$ cat src/rtl/cl_ocl_reg_slv_pkg.sv
// -----------------------------------------------------------------------------
// cl_ocl_reg_slv_pkg
// Shared types and constants for the OCL (BAR0) AXI4-Lite register slave.
//   - register offsets relative to BASE_ADDR
//   - AXI response codes, FSM state enums, register select enum
//   - helper functions: offset decode and byte-strobe merge
// Optional feature macro used by the design: CL_OCL_REG_SLV_ERR_RESP_EN
// -----------------------------------------------------------------------------
package cl_ocl_reg_slv_pkg;

    localparam logic [31:0] OFS_HELLO = 32'h0000_0000;
    localparam logic [31:0] OFS_VLED  = 32'h0000_0004;
    localparam logic [31:0] OFS_VDIP  = 32'h0000_0008;
    localparam logic [31:0] OFS_CNT   = 32'h0000_000C;
    localparam logic [31:0] OFS_ID    = 32'h0000_0010;

    localparam logic [31:0] UNMAPPED_RDATA = 32'hDEAD_BEEF;

    typedef enum logic [1:0] {
        OKAY   = 2'b00,
        SLVERR = 2'b10
    } resp_t;

    typedef enum logic [1:0] {
        W_IDLE   = 2'd0,
        W_HAVE_A = 2'd1,
        W_HAVE_D = 2'd2,
        W_RESP   = 2'd3
    } wr_state_t;

    typedef enum logic {
        R_IDLE = 1'b0,
        R_RESP = 1'b1
    } rd_state_t;

    typedef enum logic [2:0] {
        SEL_HELLO = 3'd0,
        SEL_VLED  = 3'd1,
        SEL_VDIP  = 3'd2,
        SEL_CNT   = 3'd3,
        SEL_ID    = 3'd4,
        SEL_NONE  = 3'd5
    } reg_sel_t;

    // Offset -> register select. Anything not word aligned is unmapped.
    function automatic reg_sel_t decode_ofs(input logic [31:0] ofs);
        reg_sel_t sel;
        sel = SEL_NONE;
        if (ofs[1:0] == 2'b00) begin
            case (ofs)
                OFS_HELLO: sel = SEL_HELLO;
                OFS_VLED:  sel = SEL_VLED;
                OFS_VDIP:  sel = SEL_VDIP;
                OFS_CNT:   sel = SEL_CNT;
                OFS_ID:    sel = SEL_ID;
                default:   sel = SEL_NONE;
            endcase
        end
        return sel;
    endfunction

    // Replace only the bytes whose strobe bit is set.
    function automatic logic [31:0] byte_merge(input logic [31:0] old_val,
                                               input logic [31:0] new_val,
                                               input logic [3:0]  strb);
        logic [31:0] res;
        res = old_val;
        for (int i = 0; i < 4; i++) begin
            if (strb[i]) res[i*8 +: 8] = new_val[i*8 +: 8];
        end
        return res;
    endfunction

endpackage

$ cat src/rtl/cl_ocl_wr_join.sv
// -----------------------------------------------------------------------------
// cl_ocl_wr_join
// Joins the AXI4-Lite AW and W channels (either order, or together) and owns
// the B channel. One outstanding write: nothing new is accepted until the B
// handshake completes.
// Ports:
//   clk_main_a0, rst_main_n          clock, async active-low reset
//   awvalid/awready/awaddr           write address channel
//   wvalid/wready/wdata/wstrb        write data channel
//   bvalid/bready/bresp              write response channel
//   commit                           one-cycle pulse on the edge where the
//                                    address/data pair becomes complete
//   cmt_addr/cmt_data/cmt_strb       the joined write, valid with commit
//   cmt_err                          from the register file: 1 -> SLVERR
//   state_dbg                        current FSM state (wr_state_t encoding)
// Handshake rule: a beat transfers on a rising edge where valid && ready.
// -----------------------------------------------------------------------------
module cl_ocl_wr_join
    import cl_ocl_reg_slv_pkg::*;
(
    input  logic        clk_main_a0,
    input  logic        rst_main_n,
    input  logic        awvalid,
    output logic        awready,
    input  logic [31:0] awaddr,
    input  logic        wvalid,
    output logic        wready,
    input  logic [31:0] wdata,
    input  logic [3:0]  wstrb,
    output logic        bvalid,
    input  logic        bready,
    output logic [1:0]  bresp,
    output logic        commit,
    output logic [31:0] cmt_addr,
    output logic [31:0] cmt_data,
    output logic [3:0]  cmt_strb,
    input  logic        cmt_err,
    output logic [1:0]  state_dbg
);

    wr_state_t   state;
    logic [31:0] addr_q;
    logic [31:0] data_q;
    logic [3:0]  strb_q;
    logic        aw_hs;
    logic        w_hs;

    assign aw_hs     = awvalid & awready;
    assign w_hs      = wvalid & wready;
    assign state_dbg = state;

    // The commit is combinational so the register file writes on the same
    // edge that accepts the second half of the pair.
    always_comb begin
        commit   = 1'b0;
        cmt_addr = awaddr;
        cmt_data = wdata;
        cmt_strb = wstrb;
        case (state)
            W_IDLE:   commit = aw_hs & w_hs;
            W_HAVE_A: begin
                commit   = w_hs;
                cmt_addr = addr_q;
            end
            W_HAVE_D: begin
                commit   = aw_hs;
                cmt_data = data_q;
                cmt_strb = strb_q;
            end
            default:  commit = 1'b0;
        endcase
    end

    // Readies are registered; they come up one edge after reset release.
    always_ff @(posedge clk_main_a0 or negedge rst_main_n) begin
        if (!rst_main_n) begin
            state   <= W_IDLE;
            awready <= 1'b0;
            wready  <= 1'b0;
            bvalid  <= 1'b0;
            bresp   <= OKAY;
            addr_q  <= '0;
            data_q  <= '0;
            strb_q  <= '0;
        end else begin
            if (aw_hs) addr_q <= awaddr;
            if (w_hs) begin
                data_q <= wdata;
                strb_q <= wstrb;
            end
            if (commit) begin
                state   <= W_RESP;
                awready <= 1'b0;
                wready  <= 1'b0;
                bvalid  <= 1'b1;
                bresp   <= cmt_err ? SLVERR : OKAY;
            end else begin
                case (state)
                    W_IDLE: begin
                        awready <= 1'b1;
                        wready  <= 1'b1;
                        if (aw_hs) begin
                            state   <= W_HAVE_A;
                            awready <= 1'b0;
                        end else if (w_hs) begin
                            state  <= W_HAVE_D;
                            wready <= 1'b0;
                        end
                    end
                    W_RESP: begin
                        if (bready) begin
                            state   <= W_IDLE;
                            bvalid  <= 1'b0;
                            awready <= 1'b1;
                            wready  <= 1'b1;
                        end
                    end
                    default: begin
                        // W_HAVE_A / W_HAVE_D wait for the other half
                    end
                endcase
            end
        end
    end

endmodule

$ cat src/rtl/cl_ocl_reg_slv.sv
// -----------------------------------------------------------------------------
// cl_ocl_reg_slv
// AXI4-Lite slave on the OCL (BAR0) channel. Single-beat accesses into a small
// register file:
//   +0x00 HELLO RW (reads return the halfword-swapped value)
//   +0x04 VLED  RW bits [15:0], drives cl_sh_status_vled
//   +0x08 VDIP  RO two-flop synchronised sh_cl_status_vdip
//   +0x0C CNT   RO free-running cycle counter
//   +0x10 ID    RO ID_VALUE
// Ports: clk_main_a0, rst_main_n (async active-low); AW/W/B and AR/R AXI4-Lite
// channels; sh_cl_status_vdip in, cl_sh_status_vled out.
// Write and read channels are independent, one outstanding each.
// Handshake rule: a beat transfers on a rising edge where valid && ready;
// bvalid/rvalid and their payloads hold until the matching ready.
// Macro CL_OCL_REG_SLV_ERR_RESP_EN: when defined, unmapped/misaligned accesses
// and writes to RO registers return SLVERR (reads with rdata 0); otherwise all
// responses are OKAY, unmapped reads return 0xDEAD_BEEF and bad writes are
// dropped.
// DEC_W must be below 32; bits above DEC_W of the address are ignored.
// -----------------------------------------------------------------------------
module cl_ocl_reg_slv
    import cl_ocl_reg_slv_pkg::*;
#(
    parameter logic [31:0] BASE_ADDR = 32'h0000_0500,
    parameter logic [31:0] ID_VALUE  = 32'hF000_1D0F,
    parameter int          DEC_W     = 12
) (
    input  logic        clk_main_a0,
    input  logic        rst_main_n,
    input  logic        awvalid,
    output logic        awready,
    input  logic [31:0] awaddr,
    input  logic        wvalid,
    output logic        wready,
    input  logic [31:0] wdata,
    input  logic [3:0]  wstrb,
    output logic        bvalid,
    input  logic        bready,
    output logic [1:0]  bresp,
    input  logic        arvalid,
    output logic        arready,
    input  logic [31:0] araddr,
    output logic        rvalid,
    input  logic        rready,
    output logic [31:0] rdata,
    output logic [1:0]  rresp,
    input  logic [15:0] sh_cl_status_vdip,
    output logic [15:0] cl_sh_status_vled
);

    localparam logic [DEC_W-1:0] BASE_DEC = BASE_ADDR[DEC_W-1:0];

    // ---------------- write join ----------------
    logic        wr_commit;
    logic [31:0] cmt_addr;
    logic [31:0] cmt_data;
    logic [3:0]  cmt_strb;
    logic        wr_err;
    logic [1:0]  wr_state_dbg;

    cl_ocl_wr_join u_wr_join (
        .clk_main_a0 (clk_main_a0),
        .rst_main_n  (rst_main_n),
        .awvalid     (awvalid),
        .awready     (awready),
        .awaddr      (awaddr),
        .wvalid      (wvalid),
        .wready      (wready),
        .wdata       (wdata),
        .wstrb       (wstrb),
        .bvalid      (bvalid),
        .bready      (bready),
        .bresp       (bresp),
        .commit      (wr_commit),
        .cmt_addr    (cmt_addr),
        .cmt_data    (cmt_data),
        .cmt_strb    (cmt_strb),
        .cmt_err     (wr_err),
        .state_dbg   (wr_state_dbg)
    );

    // ---------------- decode ----------------
    logic [DEC_W-1:0] wr_ofs;
    logic [DEC_W-1:0] rd_ofs;
    reg_sel_t         wr_sel;
    reg_sel_t         rd_sel;

    assign wr_ofs = cmt_addr[DEC_W-1:0] - BASE_DEC;
    assign rd_ofs = araddr[DEC_W-1:0] - BASE_DEC;
    assign wr_sel = decode_ofs(32'(wr_ofs));
    assign rd_sel = decode_ofs(32'(rd_ofs));

`ifdef CL_OCL_REG_SLV_ERR_RESP_EN
    assign wr_err = !(wr_sel == SEL_HELLO || wr_sel == SEL_VLED);
`else
    assign wr_err = 1'b0;
`endif

    // ---------------- register file ----------------
    logic [31:0] hello_q;
    logic [15:0] vled_q;
    logic [31:0] cnt_q;
    logic [15:0] vdip_meta;
    logic [15:0] vdip_sync;
    logic [31:0] vled_new;

    assign vled_new          = byte_merge({16'h0000, vled_q}, cmt_data, cmt_strb);
    assign cl_sh_status_vled = vled_q;

    always_ff @(posedge clk_main_a0 or negedge rst_main_n) begin
        if (!rst_main_n) begin
            hello_q <= '0;
            vled_q  <= '0;
        end else if (wr_commit) begin
            // Only RW registers ever change; other selects are dropped here.
            if (wr_sel == SEL_HELLO) hello_q <= byte_merge(hello_q, cmt_data, cmt_strb);
            if (wr_sel == SEL_VLED)  vled_q  <= vled_new[15:0];
        end
    end

    always_ff @(posedge clk_main_a0 or negedge rst_main_n) begin
        if (!rst_main_n) cnt_q <= '0;
        else             cnt_q <= cnt_q + 32'd1;
    end

    always_ff @(posedge clk_main_a0 or negedge rst_main_n) begin
        if (!rst_main_n) begin
            vdip_meta <= '0;
            vdip_sync <= '0;
        end else begin
            vdip_meta <= sh_cl_status_vdip;
            vdip_sync <= vdip_meta;
        end
    end

    // ---------------- read path ----------------
    rd_state_t   rd_state;
    logic        ar_hs;
    logic [31:0] rd_val;
    logic [1:0]  rd_resp;

    assign ar_hs = arvalid & arready;

    // Values are taken before this edge's updates, so a read colliding with
    // a write commit sees the old contents, and CNT is the acceptance value.
    always_comb begin
        rd_val  = '0;
        rd_resp = OKAY;
        case (rd_sel)
            SEL_HELLO: rd_val = {hello_q[15:0], hello_q[31:16]};
            SEL_VLED:  rd_val = {16'h0000, vled_q};
            SEL_VDIP:  rd_val = {16'h0000, vdip_sync};
            SEL_CNT:   rd_val = cnt_q;
            SEL_ID:    rd_val = ID_VALUE;
            default: begin
`ifdef CL_OCL_REG_SLV_ERR_RESP_EN
                rd_val  = '0;
                rd_resp = SLVERR;
`else
                rd_val  = UNMAPPED_RDATA;
                rd_resp = OKAY;
`endif
            end
        endcase
    end

    always_ff @(posedge clk_main_a0 or negedge rst_main_n) begin
        if (!rst_main_n) begin
            rd_state <= R_IDLE;
            arready  <= 1'b0;
            rvalid   <= 1'b0;
            rdata    <= '0;
            rresp    <= OKAY;
        end else begin
            case (rd_state)
                R_IDLE: begin
                    arready <= 1'b1;
                    if (ar_hs) begin
                        rd_state <= R_RESP;
                        arready  <= 1'b0;
                        rvalid   <= 1'b1;
                        rdata    <= rd_val;
                        rresp    <= rd_resp;
                    end
                end
                R_RESP: begin
                    if (rready) begin
                        rd_state <= R_IDLE;
                        rvalid   <= 1'b0;
                        arready  <= 1'b1;
                    end
                end
                default: rd_state <= R_IDLE;
            endcase
        end
    end

    // Address bits above DEC_W and the write FSM debug state are not used here.
    logic unused_ok;
    assign unused_ok = ^{cmt_addr[31:DEC_W], araddr[31:DEC_W], vled_new[31:16], wr_state_dbg};

endmodule
$ cat config.mk
export PLATFORM = sky130hd
export DESIGN_NAME = cl_ocl_reg_slv
export DESIGN_NICKNAME = d
export VERILOG_FILES = /design/src/rtl/cl_ocl_reg_slv_pkg.sv /design/src/rtl/cl_ocl_wr_join.sv /design/src/rtl/cl_ocl_reg_slv.sv
export SDC_FILE = /design/constraint.sdc
export NUM_CORES = 1
export LEC_CHECK = 0
export BUFFER_PORTS_ARGS = -buffer_cell sky130_fd_sc_hd__buf_2
export CORE_ASPECT_RATIO = 1.1
export CORE_UTILIZATION = 40
export CTS_CLUSTER_DIAMETER = 80
export DETAILED_ROUTE_END_ITERATION = 8
export PLACE_DENSITY = 0.62
export REMOVE_ABC_BUFFERS = 1
export SLEW_MARGIN = 25
export SYNTH_ARGS = -nofsm -noshare
export SYNTH_HDL_FRONTEND = slang
export SYNTH_HIERARCHICAL = 1
export SYNTH_SLANG_ARGS = --single-unit
export TNS_END_PERCENT = 30
$ cat constraint.sdc
create_clock -name clk_main_a0 -period 6.2 [get_ports clk_main_a0]
set_input_delay 1.24 -clock clk_main_a0 [delete_from_list [all_inputs] [get_ports clk_main_a0]]
set_output_delay 1.24 -clock clk_main_a0 [all_outputs]
set_load 0.005 [all_outputs]
# Word-level counts from Yosys, hierarchy flattened

Index checks and enable logic that the tools add are counted.

Register bits after elaboration: 200
Input port bits: 123
Output and inout port bits: 57
Logic and storage cells: 103

$add $sub $neg: 3
Equal/unequal tests: 20
Multiplexer cells: 34
Bitwise operators: 5
Reduce and logical (&&, ||, !) cells: 21

Operator list:

| cell                   | number |
|---|---|
| $pmux 32 s5            | 1 |
| $eq 12x4->1 const B    | 4 |
| $add 32x1->32 const B  | 1 |
| $mux 32                | 1 |
| $pmux 3 s5             | 2 |
| $eq 12x3->1 const B    | 2 |
| $eq 12x5->1 const B    | 2 |
| $logic_not 12->1       | 2 |
| $sub 12x11->12 const B | 2 |
| $reduce_and 3->1       | 7 |
| $mux 1                 | 15 |
| $mux 12                | 1 |
| $pmux 1 s2             | 5 |
| $mux 2                 | 4 |
| $reduce_and 2->1       | 4 |
| $eq 3x1->1 const B     | 2 |
| $eq 3x2->1 const B     | 2 |
| $logic_not 2->1        | 3 |
| $logic_not 3->1        | 2 |
| $mux 3                 | 2 |
| $and 1x1->1            | 4 |
| $eq 2x2->1 const B     | 2 |
| $mux 4                 | 1 |
| $ne 2x2->1 const B     | 2 |
| 9 further kinds        | 10 |

# Depth between registers and ports, before layout

Depth in word-level cells: 8
Depth in mapped cells: 8
Gate-level depth less buffers: 7

# By module

The synthesis kept the hierarchy.

By module, submodules not included:

| module         | times used | cells each | area each (um^2) | sequential area each (um^2) |
|---|---|---|---|---|
| cl_ocl_reg_slv | 1          | 512        | 6314.8           | 3678.5 |
| cl_ocl_wr_join | 1          | 255        | 4052.6           | 1851.8 |

# Least setup slack after synthesis

No wires, ideal clock.

Path kind: input to register
From: input port wvalid
To: register vled_q[10], in the netlist cl_sh_status_vled[10]
Setup time: 0.125 ns
Arrival: 3.132 ns
Required time: 6.075 ns
Path slack: 2.944 ns
Stages: 7
Path buffers: 0
Path through: and2_1 o21bai_4 a21oi_1 or4b_1 or4_4 nor2_4 mux2_2

Longest elaborated chain between the ends: 4

Ends and longest elaborated chain:

| element                               | line                  | source |
|---|---|---|
| start: declaration                    | cl_ocl_reg_slv.sv:33  | `input logic wvalid,` |
| $and 1x1->1 (*)                       | cl_ocl_wr_join.sv:49  | `assign w_hs = wvalid & wready;` |
| $and 1x1->1                           | cl_ocl_wr_join.sv:60  | `W_IDLE: commit = aw_hs & w_hs;` |
| $pmux 1 s3 (*)                        | cl_ocl_wr_join.sv:59  | `case (state)` |
| net wr_commit                         | cl_ocl_reg_slv.sv:54  | `logic wr_commit;` |
| $reduce_and 3->1 (no source line) (*) | -                     |  |
| end signal: assignment                | cl_ocl_reg_slv.sv:117 | `if (wr_sel == SEL_VLED) vled_q <= vled_new[15:0];` |
| end: declaration                      | cl_ocl_reg_slv.sv:101 | `logic [15:0] vled_q;` |

Mark *: on every way through the listed nets, which the timed path passes. The rest lies on a longest branch.
A chain may end at the register's enable or synchronous reset.

# Final worst setup path

From: register u_wr_join.state[1], in the netlist u_wr_join/state_dbg[1]
To: register hello_q[25]

Longest elaborated chain between the ends: 8
Elaborated cells between the ends (all ways): 18
Those cells by class: add/sub: 1; eq/ne: 6; mux: 6; reduce/logical: 5

Ends and longest elaborated chain:

| element                               | line                     | source |
|---|---|---|
| start: declaration                    | cl_ocl_wr_join.sv:41     | `wr_state_t state;` |
| start signal: assignment              | cl_ocl_wr_join.sv:77     | `state <= W_IDLE;` |
| start signal: assignment              | cl_ocl_wr_join.sv:92     | `state <= W_RESP;` |
| start signal: assignment              | cl_ocl_wr_join.sv:103    | `state <= W_HAVE_A;` |
| $eq 2x1->1 (*)                        | cl_ocl_wr_join.sv:59     |  |
| $mux 12 (*)                           | cl_ocl_wr_join.sv:59     |  |
| net cmt_addr[5]                       | cl_ocl_reg_slv.sv:55     | `logic [31:0] cmt_addr;` |
| $sub 12x11->12 (*)                    | cl_ocl_reg_slv.sv:88     | `assign wr_ofs = cmt_addr[DEC_W-1:0] - BASE_DEC;` |
| $eq 12x5->1 (tied with other cells)   | cl_ocl_reg_slv_pkg.sv:50 | `case (ofs)` |
| $pmux 3 s5 (*)                        | cl_ocl_reg_slv_pkg.sv:50 |  |
| $mux 3 (*)                            | cl_ocl_reg_slv_pkg.sv:49 | `if (ofs[1:0] == 2'b00) begin` |
| $logic_not 3->1 (*)                   | cl_ocl_reg_slv.sv:116    | `if (wr_sel == SEL_HELLO) hello_q <= byte_merge(hello_q, cmt_data, cmt_strb);` |
| $reduce_and 3->1 (no source line) (*) | -                        |  |
| end signal: assignment                | cl_ocl_reg_slv.sv:116    |  |
| end: declaration                      | cl_ocl_reg_slv.sv:100    | `logic [31:0] hello_q;` |

Marked as above.

==> results.cfg <==
[status]
run_status = finished, final reports clean

[timing]
slew_violations = 0
finalClockSkew_ns = 0.0106
fin_crit_sh_pct = 60.3
worst_pin_slew_ns = 1.03
max_clock_freq_mhz = 268
setup_viol = 0
grt_setup_unrepaired = no
hold_viol_final = 0
period_needed_ns = 3.74
whs_ns = 0.345
fin_setup_tns_ns = 0
slew_headroom_pct = 30.5
fin_ws_ns = 2.46

[layout]
fillers = 2073
fin_nets = 958
final_layout_size_suffix_gt1_share_pct = 41.3
area_growth_pct = 17.3
multi_input_comb_area_sq_um = 3950
utilization_pct = 47.8
antennaDiodeCount = 0
seq_area_sq_um = 5030

[power]
combPwrFrac_pct = 21.1
ir_drop_mv = 0.273
p_total_mw = 3.78
swShare_pct = 26.1
p_per_area_nw_per_um2 = 346
internal_power_mw = 2.80
power_frac_clock_pct = 36.3
p_seq_share_pct = 42.7
power_switching_mw = 0.986
p_leak_nw = 5.02

[critical_path]
required_ns = 6.58
slowest_stage = nand2b_1
startpoint_type = flop
worst-path-max-fanout = 14
worstSetupStartpoint = u_wr_join/state_dbg[1]$_DFFE_PN0P_
critical_path_class = reg2reg
worstReg2RegStart = u_wr_join/state_dbg[1]$_DFFE_PN0P_
cp_slowest_stage_delay_ns = 0.71
arrival_ns = 4.12
critPathCaptureType = flop
cp_cell_sequence = nand2b_1, mux2_4, or4_1, nor4_2, nand2_1, mux2_2

[detailed_routing]
drc = 0
wl_per_cell_um = 19.6
ant_nets = 0
postRouteWirelength_um = 22500
dr.pass1.iters = 5
num_vias = 6095
drt_iter0_markers = 343
via_per_inst = 5.31

[cts]
postCtsSetupBuffers = 0
htreeDepth = 1
path_clk_slew_ns = 0.06
ctsHoldBuffers = 0
cts-root-buf = clkbuf_16
cts_inserted_buffers = 23
clk_path_buf_depth = 3
clock-sinks = 201
tritoncts = yes
cts_resized = 0
clk_latency_ns = 0.51

[die]
die_w_um = 148
pin_count = 180
coreArea_sq_um = 22900
initial_core_util_pct = 40.8
die_h_um = 162
dieArea_sq_um = 23900
num_rows = 58

[placed_design]
port_buffers = 136
post-place-ws_ns = 2.34
hpwl_um = 16100
place_congestion = 0.805

[worst_hold_path]
hold_path_class = reg2reg
min-delay-start = vdip_meta[10]$_DFF_PN0_

[grt]
overflow = 0
track_usage_pct = 19.1
grt_pass1_wl_um = 35400
grt_max_degree = 121
antenna_found_initial = 0
grt_pass1_vias = 6201

[logic_synthesis]
synth_warnings = 6
synth_cells = 705
syn_area_per_cell_sq_um = 13.2
syn-cell-area_sq_um = 9320

[run]
drv_cap = 0
## metal layers
| layer | wire, um | GRT usage (%) |
|---|---|---|
| met1 | 9900 | 25.8 |
| met2 | 10800 | 32.0 |
| met3 | 1310 | 2.84 |
| met4 | 452 | 5.44 |
| met5 | 0 | 0 |
## worst max-delay path: cells and delay by family, from the launching register on
kind	cells	cell delay [ns]
AND/OR/NAND/NOR	4	2.29
multiplexers	2	0.73
flip-flops	1	0.59
## final cells by class
| cell class | instances | area share [%] |
|---|---|---|
| Sequential cell | 201 | 46.0 |
| Multi-Input combinational cell | 448 | 36.1 |
| Timing Repair Buffer | 146 | 7.00 |
| Clock buffer | 32 | 6.21 |
| Tap cell | 300 | 3.43 |
| Clock inverter | 7 | 0.778 |
| Inverter | 14 | 0.481 |
## stage by stage
step | area, sq um | cells
2_1_floorplan | 9010 | 663
3_3_place_gp | 10100 | 1107
3_5_place_dp | 10200 | 1108
4_1_cts | 10900 | 1147
5_1_grt | 10900 | 1148
6_report | 10900 | 1148
## cells in the final DEF, fill, tap and decap left out, types with 4 or more instances in the layout
cell,n
inv_1,14
a32oi_1,8
and3_1,9
a221oi_1,13
conb_1,5
o22a_1,7
nor2_1,32
a31oi_1,5
o31a_1,4
mux2_4,57
and4_1,4
nor4_4,4
mux2_2,87
nor3_1,6
dfrtp_1,201
xor2_1,11
a21oi_1,17
nand3_1,25
clkbuf_8,7
o31ai_1,9
o21ai_0,7
nor4_1,8
xnor2_1,19
clkinv_2,5
buf_2,135
clkbuf_16,23
buf_4,10
nand4_1,16
nand2b_1,4
a221o_1,6
or4_1,4
nand2_1,28
## power by group through the flow
stage,combinational (mW),clock (mW),sequential (mW)
detailed placement,0.804,0,1.64
global route,0.858,1.47,1.64
floorplan,0.628,0,1.60
global placement,0.797,0,1.62
finish,0.797,1.37,1.61
CTS,0.807,1.40,1.61
## registers in the layout, indices dropped and copies added (netlist names)
signal / flops
arready: 1
cl_sh_status_vled: 16
cnt_q: 32
hello_q: 32
rd_state: 1
rdata: 32
rvalid: 1
u_wr_join/addr_q: 12
u_wr_join/awready: 1
u_wr_join/bresp: 1
u_wr_join/bvalid: 1
u_wr_join/data_q: 32
u_wr_join/state_dbg: 2
u_wr_join/strb_q: 4
u_wr_join/wready: 1
vdip_meta: 16
vdip_sync: 16
## worst paths after layout
check | cells past startpoint | to | slack, ns
setup reg to reg | 6 | hello_q[25]$_DFFE_PN0P_ | 2.46
hold / removal | 0 | vdip_sync[10]$_DFF_PN0_ | 0.35
setup / recovery | 6 | hello_q[25]$_DFFE_PN0P_ | 2.46
hold reg to reg | 0 | vdip_sync[10]$_DFF_PN0_ | 0.35
min in group asynchronous | 1 | u_wr_join/data_q[29]$_DFFE_PN0P_ | 0.81
max in group asynchronous | 2 | u_wr_join/addr_q[5]$_DFFE_PN0P_ | 4.17
Power figures use the tool's default switching activity.
